<file path="config.mk">
export PLATFORM = sky130hd
export DESIGN_NAME = pic_cmd_ctrl
export DESIGN_NICKNAME = d
export VERILOG_FILES = /design/src/rtl/pic_cmd_ctrl.sv
export SDC_FILE = /design/constraint.sdc
export NUM_CORES = 1
export LEC_CHECK = 0
export ABC_AREA = 1
export BUFFER_PORTS_ARGS = -buffer_cell sky130_fd_sc_hd__buf_2
export CORE_MARGIN = 2
export CORE_UTILIZATION = 35
export DETAILED_ROUTE_END_ITERATION = 10
export HOLD_SLACK_MARGIN = 0.08
export PLACE_DENSITY = 0.53
export SLEW_MARGIN = 15
export SYNTH_ARGS = -nofsm -noshare
export SYNTH_HDL_FRONTEND = slang
export SYNTH_SLANG_ARGS = --single-unit
</file>
<file path="constraint.sdc">
create_clock -name clk -period 1.8 [get_ports clk]
set_input_delay 0.27 -clock clk [delete_from_list [all_inputs] [get_ports clk]]
set_output_delay 0.27 -clock clk [all_outputs]
set_load 0.02 [all_outputs]
</file>
<file path="src/rtl/pic_cmd_ctrl.sv">
// 8259-style command/control block: synchronises the CPU bus, sequences
// ICW1..ICW4 through an init FSM and drives a registered read-back bus.
module pic_cmd_ctrl #(
    parameter int DATA_W      = 8,
    parameter int SYNC_STAGES = 2
) (
    input  logic              clk,
    input  logic              rst_n,
    input  logic              CS,
    input  logic              WR,
    input  logic              RD,
    input  logic              A0,
    input  logic [DATA_W-1:0] Data_in,
    input  logic [DATA_W-1:0] IRR,
    input  logic [DATA_W-1:0] ISR,
    output logic [DATA_W-1:0] Data_out,
    output logic              Data_oe,
    output logic [DATA_W-1:0] ICW1,
    output logic [DATA_W-1:0] ICW2,
    output logic [DATA_W-1:0] ICW3,
    output logic [DATA_W-1:0] ICW4,
    output logic [DATA_W-1:0] OCW1,
    output logic [DATA_W-1:0] OCW2,
    output logic [DATA_W-1:0] OCW3,
    output logic              init_done,
    output logic              icw1_stb,
    output logic              ocw2_stb
);

    typedef enum logic [2:0] {
        S_IDLE,
        S_WAIT_ICW2,
        S_WAIT_ICW3,
        S_WAIT_ICW4,
        S_READY
    } state_e;

    state_e state_q;

    logic [SYNC_STAGES-1:0] cs_sync_q;
    logic [SYNC_STAGES-1:0] wr_sync_q;
    logic [SYNC_STAGES-1:0] rd_sync_q;
    logic [SYNC_STAGES-1:0] a0_sync_q;

    logic cs_s;
    logic wr_s;
    logic rd_s;
    logic a0_s;

    logic [DATA_W-1:0] data_cap_q;
    logic              a0_cap_q;
    logic              wr_ok_q;
    logic              sel_isr_q;

    logic [DATA_W-1:0] icw1_q;
    logic [DATA_W-1:0] icw2_q;
    logic [DATA_W-1:0] icw3_q;
    logic [DATA_W-1:0] icw4_q;
    logic [DATA_W-1:0] ocw1_q;
    logic [DATA_W-1:0] ocw2_q;
    logic [DATA_W-1:0] ocw3_q;
    logic [DATA_W-1:0] dout_q;
    logic              doe_q;
    logic              done_q;
    logic              icw1_stb_q;
    logic              ocw2_stb_q;

    logic              capture;
    logic              commit;
    logic              rd_act;
    logic              is_icw1;
    logic              is_ocw2;
    logic              is_ocw3;
    logic [DATA_W-1:0] rd_data;

    assign cs_s = cs_sync_q[SYNC_STAGES-1];
    assign wr_s = wr_sync_q[SYNC_STAGES-1];
    assign rd_s = rd_sync_q[SYNC_STAGES-1];
    assign a0_s = a0_sync_q[SYNC_STAGES-1];

    always_ff @(posedge clk) begin
        if (!rst_n) begin
            cs_sync_q <= '1;
            wr_sync_q <= '1;
            rd_sync_q <= '1;
            a0_sync_q <= '1;
        end else begin
            cs_sync_q <= {cs_sync_q[SYNC_STAGES-2:0], CS};
            wr_sync_q <= {wr_sync_q[SYNC_STAGES-2:0], WR};
            rd_sync_q <= {rd_sync_q[SYNC_STAGES-2:0], RD};
            a0_sync_q <= {a0_sync_q[SYNC_STAGES-2:0], A0};
        end
    end

    // wr_ok_q: the cycle just before WR's rising edge was a clean write cycle
    assign capture = ~wr_s & ~cs_s & rd_s;
    assign commit  = wr_ok_q & wr_s & ~cs_s & rd_s;
    assign rd_act  = ~cs_s & ~rd_s & wr_s;

    assign is_icw1 = ~a0_cap_q & data_cap_q[4];
    assign is_ocw2 = ~a0_cap_q & ~data_cap_q[4] & ~data_cap_q[3];
    assign is_ocw3 = ~a0_cap_q & ~data_cap_q[4] & data_cap_q[3];

    assign rd_data = a0_s ? ocw1_q : (sel_isr_q ? ISR : IRR);

    always_ff @(posedge clk) begin
        if (!rst_n) begin
            state_q    <= S_IDLE;
            data_cap_q <= '0;
            a0_cap_q   <= 1'b0;
            wr_ok_q    <= 1'b0;
            sel_isr_q  <= 1'b0;
            icw1_q     <= '0;
            icw2_q     <= '0;
            icw3_q     <= '0;
            icw4_q     <= '0;
            ocw1_q     <= '0;
            ocw2_q     <= '0;
            ocw3_q     <= '0;
            dout_q     <= '0;
            doe_q      <= 1'b0;
            done_q     <= 1'b0;
            icw1_stb_q <= 1'b0;
            ocw2_stb_q <= 1'b0;
        end else begin
            icw1_stb_q <= 1'b0;
            ocw2_stb_q <= 1'b0;
            wr_ok_q    <= capture;
            doe_q      <= rd_act;
            if (rd_act) begin
                dout_q <= rd_data;
            end
            if (capture) begin
                data_cap_q <= Data_in;
                a0_cap_q   <= a0_s;
            end
            if (commit) begin
                unique case (1'b1)
                    is_icw1: begin
                        icw1_q     <= data_cap_q;
                        ocw1_q     <= '0;
                        icw4_q     <= '0;
                        sel_isr_q  <= 1'b0;
                        icw1_stb_q <= 1'b1;
                        state_q    <= S_WAIT_ICW2;
                        done_q     <= 1'b0;
                    end
                    is_ocw2: begin
                        if (state_q == S_READY) begin
                            ocw2_q     <= data_cap_q;
                            ocw2_stb_q <= 1'b1;
                        end
                    end
                    is_ocw3: begin
                        if (state_q == S_READY) begin
                            ocw3_q <= data_cap_q;
                            if (data_cap_q[1]) begin
                                sel_isr_q <= data_cap_q[0];
                            end
                        end
                    end
                    a0_cap_q: begin
                        unique case (state_q)
                            S_WAIT_ICW2: begin
                                icw2_q <= data_cap_q;
                                if (!icw1_q[1]) begin
                                    state_q <= S_WAIT_ICW3;
                                end else if (icw1_q[0]) begin
                                    state_q <= S_WAIT_ICW4;
                                end else begin
                                    state_q <= S_READY;
                                    done_q  <= 1'b1;
                                end
                            end
                            S_WAIT_ICW3: begin
                                icw3_q <= data_cap_q;
                                if (icw1_q[0]) begin
                                    state_q <= S_WAIT_ICW4;
                                end else begin
                                    state_q <= S_READY;
                                    done_q  <= 1'b1;
                                end
                            end
                            S_WAIT_ICW4: begin
                                icw4_q  <= data_cap_q;
                                state_q <= S_READY;
                                done_q  <= 1'b1;
                            end
                            S_READY: ocw1_q <= data_cap_q;
                            default: ;
                        endcase
                    end
                    default: ;
                endcase
            end
        end
    end

    assign ICW1      = icw1_q;
    assign ICW2      = icw2_q;
    assign ICW3      = icw3_q;
    assign ICW4      = icw4_q;
    assign OCW1      = ocw1_q;
    assign OCW2      = ocw2_q;
    assign OCW3      = ocw3_q;
    assign Data_out  = dout_q;
    assign Data_oe   = doe_q;
    assign init_done = done_q;
    assign icw1_stb  = icw1_stb_q;
    assign ocw2_stb  = ocw2_stb_q;

endmodule

</file>
-- Word-level counts from Yosys, hierarchy flattened
Index checks and enable logic that the tools add are counted.
- register bits: 90
- logic and storage cells: 81
- equal/unequal tests: 10
- muxes and demuxes: 19
- bitwise gates (word level): 17
- reduce and logical (&&, ||, !) cells: 14
- operators with widths (kind ; number):
    $mux 8 ; 4
    $pmux 8 s2 ; 2
    $reduce_and 3->1 ; 8
    $and 1x1->1 ; 11
    $pmux 3 s3 ; 1
    $reduce_and 4->1 ; 2
    $eq 3x2->1 const B ; 2
    $mux 1 ; 6
    $mux 3 ; 2
    $ne 2x1->1 const B ; 3
    $not 1->1 ; 6
    $pmux 3 s2 ; 1
    $ne 4x1->1 const B ; 1
    $pmux 1 s2 ; 2
    $reduce_and 2->1 ; 2
    $reduce_bool 2->1 ; 2
    $eq 3x1->1 const B ; 1
    $eq 3x3->1 const B ; 1
    $ne 3x3->1 const B ; 1
    $pmux 1 s3 ; 1
    $ne 2x2->1 const B ; 1

-- Depth between registers and ports, before layout
- word-level depth: 5
- gate-level depth with buffers: 8

-- Worst setup path after synthesis
Ideal clock, no wire load.
- path type: flip-flop to flip-flop
- start: register cs_sync_q[1]
- end: register dout_q[0], in the netlist Data_out[0]
- data arrival time: 1.148 ns
- path slack: 0.532 ns
- stages on the path, launching flop included: 7
- clock period less this slack: 1.268 ns
- cells stage by stage: dfxtp_1 -> inv_1 -> nand2_1 -> nor2_1 -> clkinv_1 -> a21oi_1 -> a21oi_1
- word-level cells in the longest chain between the ends: 3
- ends and longest elaborated chain (element ; line ; text):
    start, declared ; 40 ; logic [SYNC_STAGES-1:0] cs_sync_q;
    start signal, assigned ; 88 ; cs_sync_q <= {cs_sync_q[SYNC_STAGES-2:0], CS};
    $not 1->1 ; 98 ; assign rd_act = ~cs_s & ~rd_s & wr_s;
    $and 1x1->1 (2 in a row) ; 98 ;
    end signal, assigned ; 131 ; dout_q <= rd_data;
    end, declared ; 62 ; logic [DATA_W-1:0] dout_q;
Every way passes these cells.
A chain may end at the register's enable or synchronous reset.

-- Final worst setup path
- start: register data_cap_q[3]
- end: register ocw3_q[7], in the netlist OCW3[7]
- word-level cells in the longest chain between the ends: 2
- ends and longest elaborated chain (element ; line ; text):
    start, declared ; 50 ; logic [DATA_W-1:0] data_cap_q;
    start signal, assigned ; 134 ; data_cap_q <= Data_in;
    $and 1x1->1 ; 102 ; assign is_ocw3 = ~a0_cap_q & ~data_cap_q[4] & data_cap_q[3];
    $reduce_and 3->1 (no line) ; - ;
    end signal, assigned ; 156 ; ocw3_q <= data_cap_q;
    end, declared ; 61 ; logic [DATA_W-1:0] ocw3_q;
Every way passes these cells.

==> results.md <==
- Syn Area/Cell: 7.28 um2
- Met2 GRT Util: 27.8%
- Met1 usage: 24.7%
- WL/cell: 13.1 um
- Worst EP required: 2.06 ns
- First-pass GRT wire length: 15800 um
- Die H: 104 um
- Leading area contributor after synthesis: dfxtp_1
- Cell mode on critical path: nor2_1
- Max Transition Viols Final: 0
- DP HPWL: 6940 um
- Cells after Synth: 485
- Worst path arrival time: 1.85 ns
- FF+latch count, synth: 90
- CTS Buf Count: 9
- 1st-iter DRT viols: 193
- Vias post-DR: 3370
- Initial antenna violation count: 0
- First-pass DRT Iterations: 4
- Vias in the first global route: 3173
- Number of port buffers: 97
- Power Density: 800 mW/mm2
- Slew @ Worst Pin: 0.540 ns
- Setup CP Type: reg2reg
- Dpl cell area: 0.00418 mm2
- VDD IR-drop max: 0.362 mV
- RePlAce Congestion: 0.819
- Primary FF master, synth: dfxtp_1
- CTS H-tree depth: 3
- Synthesis-to-finish area growth: 25.6%
- Clock Path Buffers: 2
- Drc violations: 0
- Top post-synthesis cells by area: dfxtp_1, nor2_1, nand2_1
- Pin count of the biggest net entering global routing: 29
- Seq/Total Area, Yosys: 51.0%
- Standard-cell row count: 36
- Core area: 0.00977 mm2
- Antenna Nets Post-Route: 0
- Buf/Inv on CP: 1
- Num ports: 98
- Maxcap violations: 0
- Cell Area, Synth: 0.00353 mm2
- Grt ovf: 0
- CP delay by family, top: simple AND/OR/NAND/NOR gates
- DRT Wirelength: 9530 um
- Critical path peak fanout: 11
- Leakage: 2.10 nW
- Final setup TNS: 0 ns
- Reg clk slew, reported paths: 0.09 ns
- Tmin final: 1.60 ns
- Status: finished clean
- Root Driver: clkbuf_8
- # diodes: 0
- Setup Viol. Count Final: 0
- Vias/cell: 4.65
- CP Capture Type: flip-flop
- Fin. Hold Viols: 0
- Tcrit/Tclk final: 88.7%
- CP startpoint kind: flip-flop
- Sequential power share: 56.7%
- RSZ-0062 raised after global routing: no
- Ys async rst share: 0%
- Die ar.: 0.0109 mm2
- Mapped Nets: 515
- Clk_skew: 0.0106 ns
- Sw Share: 22.6%
- Synth top cells by count: dfxtp_1, nor2_1, nand2_1
- Total track usage: 17.9%
- Hold Crit Class: in2reg
- Distinct cells, synth: 21
- Share of post-route cells with drive strength above 1: 22.8%
- Relative slew slack: 64.0%
- CTS tree: yes
- YS warnings: 0
- Most Used Layer, Global Route: met2
- Cell chain of the critical path: inv_1 > nor2_1 > nand2_1 > nor2_1 > nor2_1
- Clk pwr share: 39.6%
- Die width: 104 um
- Post-route cell area: 0.00444 mm2
- Starting density of the core: 36.1%
- Max Fclk: 626 MHz
- Gate power share: 3.7%
- Post-layout net count: 617
- M3 GR Usage: 4.14%
- Sink Count: 90
- Post-synth EDFFs: 0
- NetSw: 804 uW
- Cell at the slowest stage of the critical path: dfxtp_1
- Skew-Pair Late Insertion Delay: 0.36 ns
- Max incr delay on CP: 0.54 ns
- Int Pwr: 2.75 mW
- Top-area cell type share of the netlist area: 51.0%
[state kept, by name, summed over array words and instances, names as in the netlist]
signal / cells
ocw2_stb: 1
wr_sync_q: 2
OCW3: 8
ICW1: 8
cs_sync_q: 2
sel_isr_q: 1
init_done: 1
ICW3: 8
rd_sync_q: 2
OCW2: 8
icw1_stb: 1
a0_cap_q: 1
a0_sync_q: 2
Data_oe: 1
ICW4: 8
data_cap_q: 8
state_q: 3
OCW1: 8
Data_out: 8
ICW2: 8
wr_ok_q: 1
[layer usage]
| metal | share of wire, % | wire, um |
|---|---|---|
| met1 | 48 | 4610 |
| met2 | 45 | 4310 |
| met3 | 4.5 | 433 |
| met4 | 1.9 | 178 |
| met5 | 0 | 0 |
[stage by stage]
stage               instances  util (%)  setup WS, ns  hold slack (ns)  power [mW]
CTS                       725      45.3         0.179            0.187        3.60
global route              725      45.4        0.0338            0.200        3.70
floorplan                 485         -         0.532            0.377        2.12
global placement          705      42.8         0.199            0.398        2.19
finish                    725      45.4         0.203            0.201        3.55
detailed placement        705      42.8         0.188            0.406        2.19
[final cells by class]
cell class	instances	area (um2)
repair buffers	110	606
multi-input cells	332	1500
well taps	133	166
fillers	1034	5340
inverters	44	165
clock inverters	5	62.6
flip-flops and latches	90	1800
clock buffers	11	141
[power groups by stage]
| stage | sequential (mW) | combinational, mW | clock [mW] |
|---|---|---|---|
| 2_1_floorplan | 2.06 | 0.0663 | 0 |
| 3_3_place_gp | 2.06 | 0.125 | 0 |
| 3_5_place_dp | 2.06 | 0.125 | 0 |
| 4_1_cts | 2.01 | 0.132 | 1.45 |
| 5_1_grt | 2.02 | 0.148 | 1.54 |
| 6_report | 2.01 | 0.131 | 1.41 |
[layout by cell type (no fill, tap or decap), types with 2 or more instances in the layout]
cell	n
o21ai_0	42
o22ai_1	2
nand2_1	89
nor3_1	16
clkinvlp_4	2
nand3_1	32
dlygate4sd3_1	4
buf_2	97
inv_1	43
clkbuf_8	10
o211ai_1	8
or2_2	8
a21oi_1	36
buf_4	8
dfxtp_1	90
nor2_1	90
nor2_2	3
[final timing paths]
check / start / depth (start not counted) / end / slack, ns
worst max register to register: data_cap_q[3] / 5 / OCW3[7] / 0.20
worst min-delay path: Data_in[3] / 3 / data_cap_q[3] / 0.20
worst min register to register: cs_sync_q[0] / 1 / cs_sync_q[1] / 0.43
worst max-delay path: data_cap_q[3] / 5 / OCW3[7] / 0.20
[cells by family (layout without fill, tap and decap cells)]
| group | after synthesis | in the layout | synth area share [%] |
|---|---|---|---|
| and+or+nand+nor | 242 | 242 | 28.5 |
| buffers and inverters | 63 | 170 | 6.94 |
| AOI/OAI and AO/OA | 90 | 90 | 13.6 |
| DFF | 90 | 90 | 51.0 |
[worst reg2reg max path, cell delays in order (launching register included)]
cell     delay, ns
dfxtp_1       0.54
inv_1         0.16
nor2_1        0.27
nand2_1       0.30
nor2_1        0.17
nor2_1        0.06
[repair_timing]
action                     CTS  global route
hold buffers                 4             0
setup endpoints to repair    0             2
buffers inserted             0             0
gates resized for setup      0             2
hold endpoints to repair     4             0
Power figures use the tool's default switching activity.
